**config.mk**
```make
export PLATFORM = sky130hd
export DESIGN_NAME = bin2bcd_display_flat
export DESIGN_NICKNAME = d
export VERILOG_FILES = /design/src/rtl/bin2bcd_display_if.sv /design/src/rtl/bin2bcd_display.sv /design/src/flat_wrapper.sv
export SDC_FILE = /design/constraint.sdc
export NUM_CORES = 1
export LEC_CHECK = 0
export CORE_MARGIN = 2
export CORE_UTILIZATION = 50
export DETAILED_ROUTE_END_ITERATION = 8
export PLACE_DENSITY = 0.82
export SYNTH_ARGS = -nofsm -noshare
export SYNTH_HDL_FRONTEND = slang
export SYNTH_SLANG_ARGS = --single-unit
```
**constraint.sdc**
```tcl
create_clock -name clk -period 1.6 [get_ports clk]
set_input_delay 0.32 -clock clk [delete_from_list [all_inputs] [get_ports clk]]
set_output_delay 0.32 -clock clk [all_outputs]
set_load 0.1 [all_outputs]
```
**src/rtl/bin2bcd_display_if.sv**
```systemverilog
// Bus between the CPU datapath and the bin2bcd_display converter.
// The master side drives start/bin_in; the slave (converter) drives busy/done/ovf/bcd_out.
interface bin2bcd_display_if #(
    parameter int IN_W = 32
);
    // Handshake: start is taken only on an edge where busy is low. While busy is
    // high, start and bin_in are ignored. done pulses for one cycle on the edge
    // that updates bcd_out/ovf. bcd_out holds its value between done pulses.
    logic            start;
    logic [IN_W-1:0] bin_in;
    logic            busy;
    logic            done;
    logic            ovf;
    logic [31:0]     bcd_out;

    modport master (output start, bin_in, input busy, done, ovf, bcd_out);
    modport slave  (input start, bin_in, output busy, done, ovf, bcd_out);
endinterface

```
**src/rtl/bin2bcd_display.sv**
```systemverilog
// Sequential double-dabble binary-to-BCD converter, one bit per clock, feeding DISPLAY_DATA.
// Optional macro BCD_SAT_EN: saturate bcd_out to 99999999 when the value overflows 8 digits.
module bin2bcd_display #(
    parameter int IN_W = 32
) (
    input  logic                  clk,
    input  logic                  rst_n,
    bin2bcd_display_if.slave      bus,
    output logic [1:0]            o_dbg_state
);

    typedef enum logic [1:0] {
        S_IDLE  = 2'd0,
        S_SHIFT = 2'd1,
        S_DONE  = 2'd2
    } state_t;

    state_t          r_state;
    state_t          w_next_state;
    logic [IN_W-1:0] r_sh_bin;
    logic [39:0]     r_scratch;
    logic [39:0]     w_adj;
    logic [5:0]      r_cnt;
    logic            r_busy;
    logic            r_done;
    logic            r_ovf;
    logic [31:0]     r_bcd;
    logic            w_last_shift;

    assign w_last_shift = (r_cnt == 6'(IN_W - 1));

    // A digit is at most 12 after correction, so each 4-bit add never carries out.
    always_comb begin
        w_adj = r_scratch;
        for (int i = 0; i < 10; i++) begin
            if (r_scratch[4*i +: 4] >= 4'd5) begin
                w_adj[4*i +: 4] = r_scratch[4*i +: 4] + 4'd3;
            end
        end
    end

    always_ff @(posedge clk or negedge rst_n) begin
        if (!rst_n) begin
            r_state <= S_IDLE;
        end else begin
            r_state <= w_next_state;
        end
    end

    always_comb begin
        w_next_state = r_state;
        case (r_state)
            S_IDLE:  if (bus.start) w_next_state = S_SHIFT;
            S_SHIFT: if (w_last_shift) w_next_state = S_DONE;
            S_DONE:  w_next_state = S_IDLE;
            default: w_next_state = S_IDLE;
        endcase
    end

    always_ff @(posedge clk or negedge rst_n) begin
        if (!rst_n) begin
            r_sh_bin  <= '0;
            r_scratch <= '0;
            r_cnt     <= '0;
            r_busy    <= 1'b0;
            r_done    <= 1'b0;
            r_ovf     <= 1'b0;
            r_bcd     <= '0;
        end else begin
            r_done <= 1'b0;
            case (r_state)
                S_IDLE: begin
                    if (bus.start) begin
                        r_sh_bin  <= bus.bin_in;
                        r_scratch <= '0;
                        r_cnt     <= '0;
                        r_busy    <= 1'b1;
                    end
                end
                S_SHIFT: begin
                    {r_scratch, r_sh_bin} <= {w_adj[38:0], r_sh_bin, 1'b0};
                    r_cnt                 <= r_cnt + 6'd1;
                end
                S_DONE: begin
`ifdef BCD_SAT_EN
                    r_bcd <= (r_scratch[39:32] != 8'd0) ? 32'h9999_9999 : r_scratch[31:0];
`else
                    r_bcd <= r_scratch[31:0];
`endif
                    r_ovf  <= (r_scratch[39:32] != 8'd0);
                    r_done <= 1'b1;
                    r_busy <= 1'b0;
                end
                default: ;
            endcase
        end
    end

    assign bus.busy    = r_busy;
    assign bus.done    = r_done;
    assign bus.ovf     = r_ovf;
    assign bus.bcd_out = r_bcd;
    assign o_dbg_state = r_state;

endmodule

```
**src/flat_wrapper.sv**
```systemverilog
// flat-port wrapper written by rule: the top's interface ports become plain ports
module bin2bcd_display_flat 
#(
    parameter int IN_W = 32
)
  (clk, rst_n, o_dbg_state, bus_start, bus_bin_in, bus_busy, bus_done, bus_ovf, bus_bcd_out);
  bin2bcd_display_if #(.IN_W(IN_W)) bus_i ();
  input  logic clk;
  input  logic rst_n;
  output logic [1:0] o_dbg_state;
  input wire logic [$bits(bus_i.start)-1:0] bus_start;
  input wire logic [$bits(bus_i.bin_in)-1:0] bus_bin_in;
  output wire logic [$bits(bus_i.busy)-1:0] bus_busy;
  output wire logic [$bits(bus_i.done)-1:0] bus_done;
  output wire logic [$bits(bus_i.ovf)-1:0] bus_ovf;
  output wire logic [$bits(bus_i.bcd_out)-1:0] bus_bcd_out;
  assign bus_i.start = bus_start;
  assign bus_i.bin_in = bus_bin_in;
  assign bus_busy = bus_i.busy;
  assign bus_done = bus_i.done;
  assign bus_ovf = bus_i.ovf;
  assign bus_bcd_out = bus_i.bcd_out;
  bin2bcd_display #(.IN_W(IN_W)) u_core (.clk(clk), .rst_n(rst_n), .bus(bus_i), .o_dbg_state(o_dbg_state));
endmodule
```
; Word-level counts from Yosys, hierarchy flattened
; Index checks and enable logic that the tools add are counted.
[classes]
n_addsub = 11
n_eq_ne = 5
n_lt_le_gt_ge = 10
mux = 22
n_reduce_logical = 7
[ops]
columns = cell, count
row1 = 40-bit case mux with 2 select lines, 1
row2 = 32-bit case mux with 2 select lines, 1
row3 = "4-bit by 3-bit greater-or-equal comparator with 1-bit output, second input constant", 10
row4 = 40-bit two-way mux, 1
row5 = "4-bit by 2-bit adder with 4-bit output, second input constant", 9
row6 = 4-bit two-way mux, 9
row7 = 32-bit two-way mux, 1
row8 = 6-bit case mux with 2 select lines, 1
row9 = 8-bit nonzero test, 1
row10 = "6-bit by 1-bit adder with 6-bit output, second input constant", 1
row11 = "6-bit by 5-bit == test with 1-bit output, second input constant", 1
row12 = 6-bit two-way mux, 1
row13 = 2-bit AND reduction, 3
row14 = 2-bit two-way mux, 2
row15 = 2-bit case mux with 2 select lines, 1
row16 = 2-bit nonzero test, 2
row17 = "3-bit by 2-bit adder with 3-bit output, second input constant", 1
row18 = 3-bit two-way mux, 1
row19 = "2-bit by 1-bit == test with 1-bit output, second input constant", 1
row20 = "2-bit == test, second input constant", 1
row21 = 2-bit zero test, 1
row22 = 1-bit two-way mux, 2
row23 = "2-bit by 1-bit != test with 1-bit output, second input constant", 1
row24 = "2-bit != test, second input constant", 1
row25 = 1-bit case mux with 2 select lines, 1
[word_totals]
word_cells = 63
input_bits = 35
out_inout_bits = 37
reg_bits = 115

; Logic depth before layout (Yosys ltp)
; Gate-level depths: netlist of the first run.
[logic_depth]
depth_word = 3
ltp_mapped = 6
depth_no_buf = 5

; Least setup slack after synthesis of the first run
; No wires, ideal clock.
[synth_timing]
path_type = register -> register
startpoint = register u_core.r_state[0] (netlist: u_core.o_dbg_state[0])
endpoint = register u_core.r_scratch[31]
slack_ns = -0.460
stages_incl_launch_ff = 7
t_required_ns = 1.478
setup_time_ns = 0.122
period_less_slack_ns = 2.060
t_arrival_ns = 1.939
path_cell_list = dfrtp_1 -> buf_2 -> o21ba_2 -> buf_2 -> buf_2 -> o31ai_1 -> a32o_1
[synth_via]
elab_chain_cells = 3
elab_cells_between_ends = 6
cone_classes = eq/ne: 2 / mux: 1 / reduce/logical: 3
[synth_rtl]
columns = item, line_no
row1 = "start, declared", bin2bcd_display.sv:18  ; state_t r_state;
row2 = "start signal, assigned", bin2bcd_display.sv:46  ; r_state <= w_next_state;
row3 = 2-bit by 1-bit == test with 1-bit output / 2-bit zero test (equally long branches), bin2bcd_display.sv:71  ; case (r_state)
row4 = 2-bit nonzero test (no source line) / 2-bit != test (equally long branches), n/a
row5 = 2-bit AND reduction (no source line), n/a
row6 = "end signal, assigned", bin2bcd_display.sv:81  ; {r_scratch, r_sh_bin} <= {w_adj[38:0], r_sh_bin, 1'b0};
row7 = "end, declared", bin2bcd_display.sv:21  ; logic [39:0] r_scratch;
; Parallel ways exist; a longest one is shown, timed or not.
; A chain may end at the register's enable or synchronous reset.

; Worst setup path in the final report of the first run
[layout_timing]
startpoint = register u_core.r_scratch[32]
endpoint = register u_core.r_scratch[33]
[layout_via]
elab_chain_cells = 3
elab_cells_between_ends = 4
cone_classes = add/sub: 1 / order compare: 1 / mux: 2
[layout_rtl]
columns = item, line_no
row1 = 4-bit by 2-bit adder with 4-bit output / 4-bit by 3-bit greater-or-equal comparator with 1-bit output (equally long branches), "bin2bcd_display.sv:37, bin2bcd_display.sv:36"
row2 = 4-bit two-way mux (*), bin2bcd_display.sv:36  ; if (r_scratch[4*i +: 4] >= 4'd5) begin
row3 = 40-bit case mux with 2 select lines (*), bin2bcd_display.sv:71
; Mark *: on every way between the ends. The rest lies on a longest branch, timed or not.

==> report_table.html, run 1 <==
<table>
<tr><th>Metric</th><th>Value</th></tr>
<tr><th colspan="2">Finish</th></tr>
<tr><td>Area Overhead vs Synth</td><td>37.7%</td></tr>
<tr><td>Ant diodes</td><td>0</td></tr>
<tr><td>Utilization after layout</td><td>0.701</td></tr>
<tr><td>Most common cell after layout, fill and taps aside</td><td>sky130_fd_sc_hd__nand2_1</td></tr>
<tr><td>Leading cell types in the layout, fill and taps excluded</td><td>sky130_fd_sc_hd__nand2_1 (118), sky130_fd_sc_hd__dfrtp_1 (113), sky130_fd_sc_hd__o21ai_0 (47), sky130_fd_sc_hd__buf_12 (47), sky130_fd_sc_hd__inv_1 (43)</td></tr>
<tr><td>Proportion of layout cells with a drive suffix above 1</td><td>0.163</td></tr>
<tr><td># nets final</td><td>703</td></tr>
<tr><th colspan="2">Clocking</th></tr>
<tr><td>CTS tree</td><td>built</td></tr>
<tr><td>Root Buffer</td><td>sky130_fd_sc_hd__clkbuf_8</td></tr>
<tr><td>Clock latency on the worst-skew pair</td><td>roughly 520 ps</td></tr>
<tr><td>Maximum clock insertion buffer count</td><td>2</td></tr>
<tr><td>H-tree depth</td><td>4</td></tr>
<tr><td>TritonCTS sink count</td><td>115</td></tr>
<tr><td>TritonCTS buffer count</td><td>17</td></tr>
<tr><td>Clock-pin slew on the worst setup and hold paths</td><td>60 ps</td></tr>
<tr><th colspan="2">Outcome</th></tr>
<tr><td>Status</td><td>finished with violations</td></tr>
<tr><td>Failing checks</td><td>setup timing</td></tr>
<tr><th colspan="2">Pwr</th></tr>
<tr><td>Switching Share</td><td>0.382</td></tr>
<tr><td>Clk pwr share</td><td>0.266</td></tr>
<tr><td>Proportion of power drawn by flip-flops and latches</td><td>0.334</td></tr>
<tr><td>Leakage power total</td><td>between 3 and 4 nW</td></tr>
<tr><td>Psw</td><td>5.41 mW</td></tr>
<tr><td>Ratio of total power to cell area</td><td>1880 nW/um2</td></tr>
<tr><td>IR drop worst, VDD</td><td>1110 uV</td></tr>
<tr><td>Pint</td><td>roughly 8.8 mW</td></tr>
<tr><td>Gate power share</td><td>0.400</td></tr>
<tr><td>Power Total</td><td>between 10 and 15 mW</td></tr>
<tr><th colspan="2">Worst setup path</th></tr>
<tr><td>Maximum fanout along the worst path</td><td>4</td></tr>
<tr><td>Critical path capture point type</td><td>register</td></tr>
<tr><td>Startpoint-to-endpoint class of the critical path</td><td>reg -&gt; reg</td></tr>
<tr><td>Arrival time at the worst endpoint</td><td>roughly 2000 ps</td></tr>
<tr><td>Sort of element at the start of the critical path</td><td>register</td></tr>
<tr><td>Req. time, crit path</td><td>1980 ps</td></tr>
<tr><th colspan="2">Synth</th></tr>
<tr><td>Synthesized net count</td><td>624</td></tr>
<tr><td>Sequential cell area fraction in the yosys report</td><td>0.526</td></tr>
<tr><td>Number of synthesized register bits</td><td>115</td></tr>
<tr><td>Synthesized netlist cell count</td><td>approximately 570</td></tr>
<tr><td>Cell variety after synth</td><td>33</td></tr>
<tr><td>Ys Warns</td><td>0</td></tr>
<tr><td>Top cells by area, synth</td><td>sky130_fd_sc_hd__dfrtp_1 (53%), sky130_fd_sc_hd__nand2_1 (8.1%), sky130_fd_sc_hd__ha_1 (5.3%)</td></tr>
<tr><td>Area share of the largest cell type after synthesis</td><td>0.526</td></tr>
<tr><td>Share of flip-flops with an asynchronous set or reset</td><td>1.00</td></tr>
<tr><td>Cell area after synthesis</td><td>around 5500 um2</td></tr>
<tr><td>Library cell with the largest summed area after synthesis</td><td>sky130_fd_sc_hd__dfrtp_1</td></tr>
<tr><td>Mean post-synth cell area</td><td>approximately 9.7 um2</td></tr>
<tr><td>Primary FF master, synth</td><td>sky130_fd_sc_hd__dfrtp_1</td></tr>
<tr><td>Count of flip-flops with a built-in enable after synthesis</td><td>0</td></tr>
<tr><th colspan="2">Worst hold path</th></tr>
<tr><td>Hold Path Class</td><td>in -&gt; async</td></tr>
<tr><th colspan="2">Floorplan</th></tr>
<tr><td>Die Outline Area</td><td>11800 um2</td></tr>
<tr><td>I/O pin count</td><td>72</td></tr>
<tr><td>Height of the die</td><td>~110 um</td></tr>
<tr><td>Area of the core</td><td>10700 um2</td></tr>
<tr><td>Initial core utilization</td><td>0.509</td></tr>
<tr><td>Std-Cell Rows</td><td>38</td></tr>
<tr><td>Width of the die</td><td>109 um</td></tr>
<tr><th colspan="2">Placement</th></tr>
<tr><td>Placer congestion estimate</td><td>0.794</td></tr>
<tr><td>Final HPWL from detailed placement</td><td>approximately 8400 um</td></tr>
<tr><td>Number of input and output port buffers inserted</td><td>71</td></tr>
<tr><th colspan="2">GRT</th></tr>
<tr><td>Global-route total usage across every layer</td><td>0.243</td></tr>
<tr><td>Global-route wire length before repair</td><td>22500 um</td></tr>
<tr><td>Number of antenna violations at the first check in global routing</td><td>0</td></tr>
<tr><td>Vias in the first global route</td><td>~4800</td></tr>
<tr><td>Maximum number of pins on one net before global-route repair</td><td>52</td></tr>
<tr><td>Total grt overflow</td><td>0</td></tr>
<tr><th colspan="2">Timing</th></tr>
<tr><td>Setup slack of the critical path after layout</td><td>-11.1 ps</td></tr>
<tr><td>Final critical path time including I/O delays and setup</td><td>1610 ps</td></tr>
<tr><td>Worst clock skew</td><td>~6 ps</td></tr>
<tr><td>Final hold vios</td><td>0</td></tr>
<tr><td>Transition time of the tightest slew-check pin</td><td>slightly above 300 ps</td></tr>
<tr><td>Crit share post-route</td><td>1.01</td></tr>
<tr><td>Setup Viol. Count Final</td><td>1</td></tr>
<tr><td>Maximum clock frequency</td><td>621 MHz</td></tr>
<tr><td>Slew Limit Headroom</td><td>0.792</td></tr>
<tr><td>Setup TNS Final</td><td>-11.1 ps</td></tr>
<tr><td>Number of slew-limit violations in the final report</td><td>0</td></tr>
<tr><th colspan="2">Detailed routing</th></tr>
<tr><td>Total via count after detailed routing</td><td>4721</td></tr>
<tr><td>DRC violations left</td><td>0</td></tr>
<tr><td>Antenna Violating Nets Remaining</td><td>0</td></tr>
<tr><td>Number of search-and-repair iterations in the first detailed-routing pass</td><td>5</td></tr>
<tr><td>Wirelength per Cell</td><td>17.5 um</td></tr>
<tr><td>Post-DR vias/cell</td><td>5.92</td></tr>
<tr><td>Routed wire length</td><td>between 10000 and 15000 um</td></tr>
<tr><td>First DRT Iteration DRCs</td><td>380</td></tr>
<tr><th colspan="2">Run</th></tr>
<tr><td>Max Cap Viol</td><td>0</td></tr>
</table>
-- cells in the mapped netlist, drive strengths merged (11+ instances only) --
| master | number |
|---|---|
| nand2 | 118 |
| nor2b | 13 |
| o21ai | 47 |
| a31oi | 31 |
| o2111ai | 20 |
| inv | 43 |
| nor2 | 31 |
| clkbuf | 16 |
| a32o | 11 |
| dfrtp | 115 |
| buf | 18 |
| ha | 23 |
-- metal layers --
layer,global-route usage,share of wire
met5,0,0
met4,0.101,0.023
met3,0.0518,0.049
met2,0.410,0.52
met1,0.305,0.41
-- flip-flops by register name, summed over array words and instances, names as in the netlist --
| signal | flops |
|---|---|
| u_core.r_scratch | 40 |
| u_core.bus.bcd_out | 32 |
| u_core.o_dbg_state | 2 |
| u_core.r_cnt | 6 |
| u_core.r_sh_bin | 32 |
| u_core.bus.ovf | 1 |
| u_core.bus.busy | 1 |
| u_core.bus.done | 1 |
-- worst max-delay path, cell delays in order (launching register included) --
cell	delay [ps]
sky130_fd_sc_hd__dfrtp_1	440
sky130_fd_sc_hd__inv_1	160
sky130_fd_sc_hd__ha_1	240
sky130_fd_sc_hd__nor2b_2	280
sky130_fd_sc_hd__o21a_1	210
sky130_fd_sc_hd__o221ai_1	140
-- logic make-up after synthesis --
group                      count (synthesis)  synth area share
AOI/OAI and AO/OA                        169             0.220
xor gates and xnor gates                  10            0.0160
adders and majority gates                 23            0.0526
buffers and inverters                     77            0.0570
DFF                                      115             0.526
and+or+nand+nor                          172             0.128
-- path summary, 6_finish.rpt --
path / startpoint / to / slack (ps) / depth (start not counted)
hold / removal: rst_n / u_core.bus.bcd_out[14]$_DFFE_PN0P_ / 240 / 2
setup reg to reg: u_core.r_scratch[32]$_DFFE_PN0P_ / u_core.r_scratch[33]$_DFFE_PN0P_ / -10 / 5
max in group asynchronous: rst_n / u_core.o_dbg_state[0]$_DFFE_PN0P_ / 800 / 3
setup / recovery: u_core.r_scratch[32]$_DFFE_PN0P_ / u_core.r_scratch[33]$_DFFE_PN0P_ / -10 / 5
min in group clk: bus_bin_in[8] / u_core.r_sh_bin[8]$_DFFE_PN0P_ / 360 / 3
hold reg to reg: u_core.r_sh_bin[0]$_DFFE_PN0P_ / u_core.r_sh_bin[0]$_DFFE_PN0P_ / 500 / 1
-- power by group through the flow --
stage                     registers, mW  logic (mW)  clock network (mW)
after CTS                          4.69        5.39                3.80
final                              4.74        5.68                3.77
after global placement             4.63        4.86                   0
after global routing               4.83        6.20                3.92
after detailed placement           4.71        5.16                   0
after floorplan                    4.95        3.37                   0
-- what timing repair did --
action	CTS	global route
pin swaps	0	0
buffers inserted	0	3
endpoints found under the setup margin	2	18
gates resized for setup	2	17
hold buffers	1	0
hold endpoints to repair	52	0
-- stage by stage --
step / cells / worst slack, ps / hold WS [ps] / instance area (um2)
finish: 798 / -11.1 / 236 / 7530
global route: 798 / -94.1 / 259 / 7530
detailed placement: 762 / -59.1 / 221 / 6860
floorplan: 566 / 0.0590 / 24.4 / 5510
global placement: 762 / -36.7 / 219 / 6860
CTS: 795 / 0.977 / 232 / 7460
-- cell type report --
class	instances	area (um2)
timing repair buffer	94	1380
sequential	115	2890
tap	140	175
inverter	43	161
clock buffer	22	463
fill	727	3220
multi-input combinational	374	2330
clock inverter	10	130
(Power assumes the default switching activity.)
==> run 2, diff against run 1 <==
--- a/config.mk
+++ b/config.mk
@@ -5,6 +5,7 @@
 export SDC_FILE = /design/constraint.sdc
 export NUM_CORES = 1
 export LEC_CHECK = 0
+export CAP_MARGIN = 0
 export CORE_MARGIN = 2
 export CORE_UTILIZATION = 50
 export DETAILED_ROUTE_END_ITERATION = 8
@@ -12,3 +13,4 @@
 export SYNTH_ARGS = -nofsm -noshare
 export SYNTH_HDL_FRONTEND = slang
 export SYNTH_SLANG_ARGS = --single-unit
+export TNS_END_PERCENT = 10
==> run 2 against run 1 <==
  * The run now ends clean
  * First-iteration DRC count is 6.3% lower
  * Maximum frequency grew 0.94%
  * Non-clock buffer count decreased by 5
  * Core utilization fell by 0.17 points
  * Sequential share of layout area is 0.096 points higher
  * Highest routed layer unchanged
  * Via count fell by 2.4%
==> report_table.html, run 2 (synthesized netlist as in run 1, its figures left out) <==
<table>
<tr><th>Metric</th><th>Value</th></tr>
<tr><th colspan="2">Detailed routing</th></tr>
<tr><td>Total via count after detailed routing</td><td>4609 (-2.4%)</td></tr>
<tr><td>DRC violations left</td><td>0 (unchanged)</td></tr>
<tr><td>Antenna Violating Nets Remaining</td><td>0 (unchanged)</td></tr>
<tr><td>Number of search-and-repair iterations in the first detailed-routing pass</td><td>8 (+3)</td></tr>
<tr><td>Wirelength per Cell</td><td>17.1 um (-2.5%)</td></tr>
<tr><td>First DRT Iteration DRCs</td><td>356 (-6.3%)</td></tr>
<tr><td>Routed wire length</td><td>13500 um (-3.1%)</td></tr>
<tr><td>Post-DR vias/cell</td><td>5.81 (-1.8%)</td></tr>
<tr><th colspan="2">Timing</th></tr>
<tr><td>Crit share post-route</td><td>0.998 (-0.00933)</td></tr>
<tr><td>Final hold vios</td><td>0 (unchanged)</td></tr>
<tr><td>Setup repair after global routing missed its margin</td><td>yes</td></tr>
<tr><td>Number of slew-limit violations in the final report</td><td>0 (unchanged)</td></tr>
<tr><td>Final critical path time including I/O delays and setup</td><td>1600 ps (-14.9 ps)</td></tr>
<tr><td>Transition time of the tightest slew-check pin</td><td>367 ps (+59.6 ps)</td></tr>
<tr><td>Worst hold margin</td><td>246 ps (+10.6 ps)</td></tr>
<tr><td>Setup Viol. Count Final</td><td>0 (-1)</td></tr>
<tr><td>Worst clock skew</td><td>7.44 ps (+1.32 ps)</td></tr>
<tr><td>Maximum clock frequency</td><td>627 MHz (+0.94%)</td></tr>
<tr><td>Setup slack of the critical path after layout</td><td>3.85 ps (+14.9 ps)</td></tr>
<tr><td>Slew Limit Headroom</td><td>0.754 (-0.0389)</td></tr>
<tr><td>Setup TNS Final</td><td>0 ps (+11.1 ps)</td></tr>
<tr><th colspan="2">Finish</th></tr>
<tr><td>Leading cell types in the layout, fill and taps excluded</td><td>sky130_fd_sc_hd__nand2_1 (118), sky130_fd_sc_hd__dfrtp_1 (113), sky130_fd_sc_hd__buf_12 (49)</td></tr>
<tr><td>Number of fillers in the final layout</td><td>751 (+3.3%)</td></tr>
<tr><td>Register containing the most flip-flops in the final layout</td><td>u_core.r_scratch</td></tr>
<tr><td>Post-Layout Inst Area</td><td>7510 um2 (-0.25%)</td></tr>
<tr><td>Proportion of layout cells with a drive suffix above 1</td><td>0.155 (-0.00794)</td></tr>
<tr><td>Number of flip-flops under the largest register name</td><td>40 (unchanged)</td></tr>
<tr><td># nets final</td><td>698 (-0.71%)</td></tr>
<tr><td>Utilization after layout</td><td>0.699 (-0.00175)</td></tr>
<tr><td>Area Overhead vs Synth</td><td>37.3%</td></tr>
<tr><td>Ant diodes</td><td>0 (unchanged)</td></tr>
<tr><td>Non-filler instance count after layout</td><td>793 (-0.63%)</td></tr>
<tr><td>Most common cell after layout, fill and taps aside</td><td>sky130_fd_sc_hd__nand2_1</td></tr>
<tr><th colspan="2">Floorplan</th></tr>
<tr><td>Initial core utilization</td><td>0.509 (unchanged)</td></tr>
<tr><td>Die Outline Area</td><td>11800 um2 (unchanged)</td></tr>
<tr><td>Width of the die</td><td>109 um (unchanged)</td></tr>
<tr><td>Height of the die</td><td>109 um (unchanged)</td></tr>
<tr><td>Std-Cell Rows</td><td>38 (unchanged)</td></tr>
<tr><td>I/O pin count</td><td>72 (unchanged)</td></tr>
<tr><td>Area of the core</td><td>10700 um2 (unchanged)</td></tr>
<tr><th colspan="2">Pwr</th></tr>
<tr><td>Power Total</td><td>14.1 mW (-0.83%)</td></tr>
<tr><td>Ratio of total power to cell area</td><td>1870 nW/um2 (-0.58%)</td></tr>
<tr><td>Leakage power total</td><td>3.35 nW (-0.35%)</td></tr>
<tr><td>IR drop worst, VDD</td><td>924 uV (-17%)</td></tr>
<tr><th colspan="2">Clocking</th></tr>
<tr><td>Number of buffers inserted by post-CTS setup repair</td><td>0 (unchanged)</td></tr>
<tr><td>TritonCTS buffer count</td><td>17 (unchanged)</td></tr>
<tr><td>H-tree depth</td><td>4 (unchanged)</td></tr>
<tr><td>CTS tree</td><td>built</td></tr>
<tr><td>Maximum clock insertion buffer count</td><td>2 (unchanged)</td></tr>
<tr><td>TritonCTS sink count</td><td>115 (unchanged)</td></tr>
<tr><td>Root Buffer</td><td>sky130_fd_sc_hd__clkbuf_8</td></tr>
<tr><td>Clock-pin slew on the worst setup and hold paths</td><td>60 ps (about the same)</td></tr>
<tr><td>Clock latency on the worst-skew pair</td><td>530 ps (about the same)</td></tr>
<tr><th colspan="2">Worst setup path</th></tr>
<tr><td>Sort of element at the start of the critical path</td><td>register</td></tr>
<tr><td>Crit path cell chain</td><td>buf_12</td></tr>
<tr><td>Crit path buffers/inverters</td><td>1 (unchanged)</td></tr>
<tr><td>Startpoint-to-endpoint class of the critical path</td><td>reg -&gt; out</td></tr>
<tr><td>Reg-to-Reg Start</td><td>u_core.r_scratch[28]$_DFFE_PN0P_</td></tr>
<tr><td>Internal reg-to-reg setup slack</td><td>20 ps (+30 ps)</td></tr>
<tr><td>Largest stage delay, worst path</td><td>550 ps (+110 ps)</td></tr>
<tr><td>Arrival time at the worst endpoint</td><td>1280 ps (-710 ps)</td></tr>
<tr><td>Reg2reg path depth</td><td>5 (unchanged)</td></tr>
<tr><td>Critical path capture point type</td><td>output port</td></tr>
<tr><td>Critical R2R Capture</td><td>u_core.r_scratch[32]$_DFFE_PN0P_</td></tr>
<tr><td>Maximum fanout along the worst path</td><td>10 (+6)</td></tr>
<tr><td>Slowest CP cell</td><td>sky130_fd_sc_hd__dfrtp_4</td></tr>
<tr><td>Largest delay contributor family on the critical path</td><td>flip-flops</td></tr>
<tr><td>Req. time, crit path</td><td>1280 ps (-700 ps)</td></tr>
<tr><th colspan="2">Placement</th></tr>
<tr><td>Cells after DPL</td><td>760 (-0.26%)</td></tr>
<tr><td>Number of input and output port buffers inserted</td><td>71 (unchanged)</td></tr>
<tr><td>Post-place instance area</td><td>6870 um2 (+0.15%)</td></tr>
<tr><td>Placer congestion estimate</td><td>0.780 (-1.8%)</td></tr>
<tr><td>Pre-CTS setup slack</td><td>-26.2 ps (+32.9 ps)</td></tr>
<tr><td>Final HPWL from detailed placement</td><td>8500 um (+1.3%)</td></tr>
<tr><th colspan="2">GRT</th></tr>
<tr><td>Maximum number of pins on one net before global-route repair</td><td>46 (-12%)</td></tr>
<tr><td>Total grt overflow</td><td>0 (unchanged)</td></tr>
<tr><td>Vias in the first global route</td><td>4608 (-3.0%)</td></tr>
<tr><td>Global-route wire length before repair</td><td>21800 um (-2.9%)</td></tr>
<tr><td>Number of antenna violations at the first check in global routing</td><td>0 (unchanged)</td></tr>
<tr><td>Global-route total usage across every layer</td><td>0.241 (-0.00211)</td></tr>
<tr><th colspan="2">Run</th></tr>
<tr><td>Max Cap Viol</td><td>0 (unchanged)</td></tr>
<tr><th colspan="2">Worst hold path</th></tr>
<tr><td>Hold Path Class</td><td>in -&gt; async</td></tr>
<tr><th colspan="2">Outcome</th></tr>
<tr><td>Status</td><td>finished, final reports clean</td></tr>
</table>
==> run 2: cell types whose count changed in the layout (fill, tap and decap cells not counted), sizes merged <==
cell      previous run  this run
buf                 60        55
bufinv               3         2
clkbuf              22        23
clkinv               5         6
clkinvlp             2         1
==> run 2: what timing repair did <==
action,CTS,global route
hold buffers,1,0
endpoints found under the setup margin,5,16
pin swaps,0,0
endpoints found under the hold margin,21,0
resized for setup,5,14
==> run 2: how the worst max path moves through the flow <==
stage,cells past startpoint,endpoint,start,slack (ps)
floorplan,6,u_core.r_scratch[33]$_DFFE_PN0P_,u_core.o_dbg_state[0]$_DFFE_PN0P_,-6
global placement,5,u_core.r_scratch[31]$_DFFE_PN0P_,bus_start,-5
detailed placement,6,u_core.r_sh_bin[14]$_DFFE_PN0P_,bus_start,-30
CTS,1,o_dbg_state[0],u_core.o_dbg_state[0]$_DFFE_PN0P_,-4
global route,1,o_dbg_state[0],u_core.o_dbg_state[0]$_DFFE_PN0P_,-30
finish,1,o_dbg_state[0],u_core.o_dbg_state[0]$_DFFE_PN0P_,4
==> run 2: final cells by class <==
cell class                      instances  area, um2  area share
Sequential cell                       115       2890       0.384
Clock buffer                           23        487      0.0648
Tap cell                              140        175      0.0233
Timing Repair Buffer                   89       1370       0.182
Multi-Input combinational cell        374       2330       0.310
Inverter                               43        161      0.0215
Clock inverter                          9        101      0.0135
==> run 2: per-layer routing <==
layer,share of wire,global-route usage,up-vias
li1,-,-,2164
met1,0.41,0.293,2267
met2,0.52,0.406,144
met3,0.041,0.0663,34
met4,0.027,0.0980,0
met5,0,0,-
==> run 2: power by group <==
part / switching (mW) / internal, mW
registers: 0.816 / 3.91
clock network: 1.31 / 2.41
logic: 3.26 / 2.35
total: 5.39 / 8.67
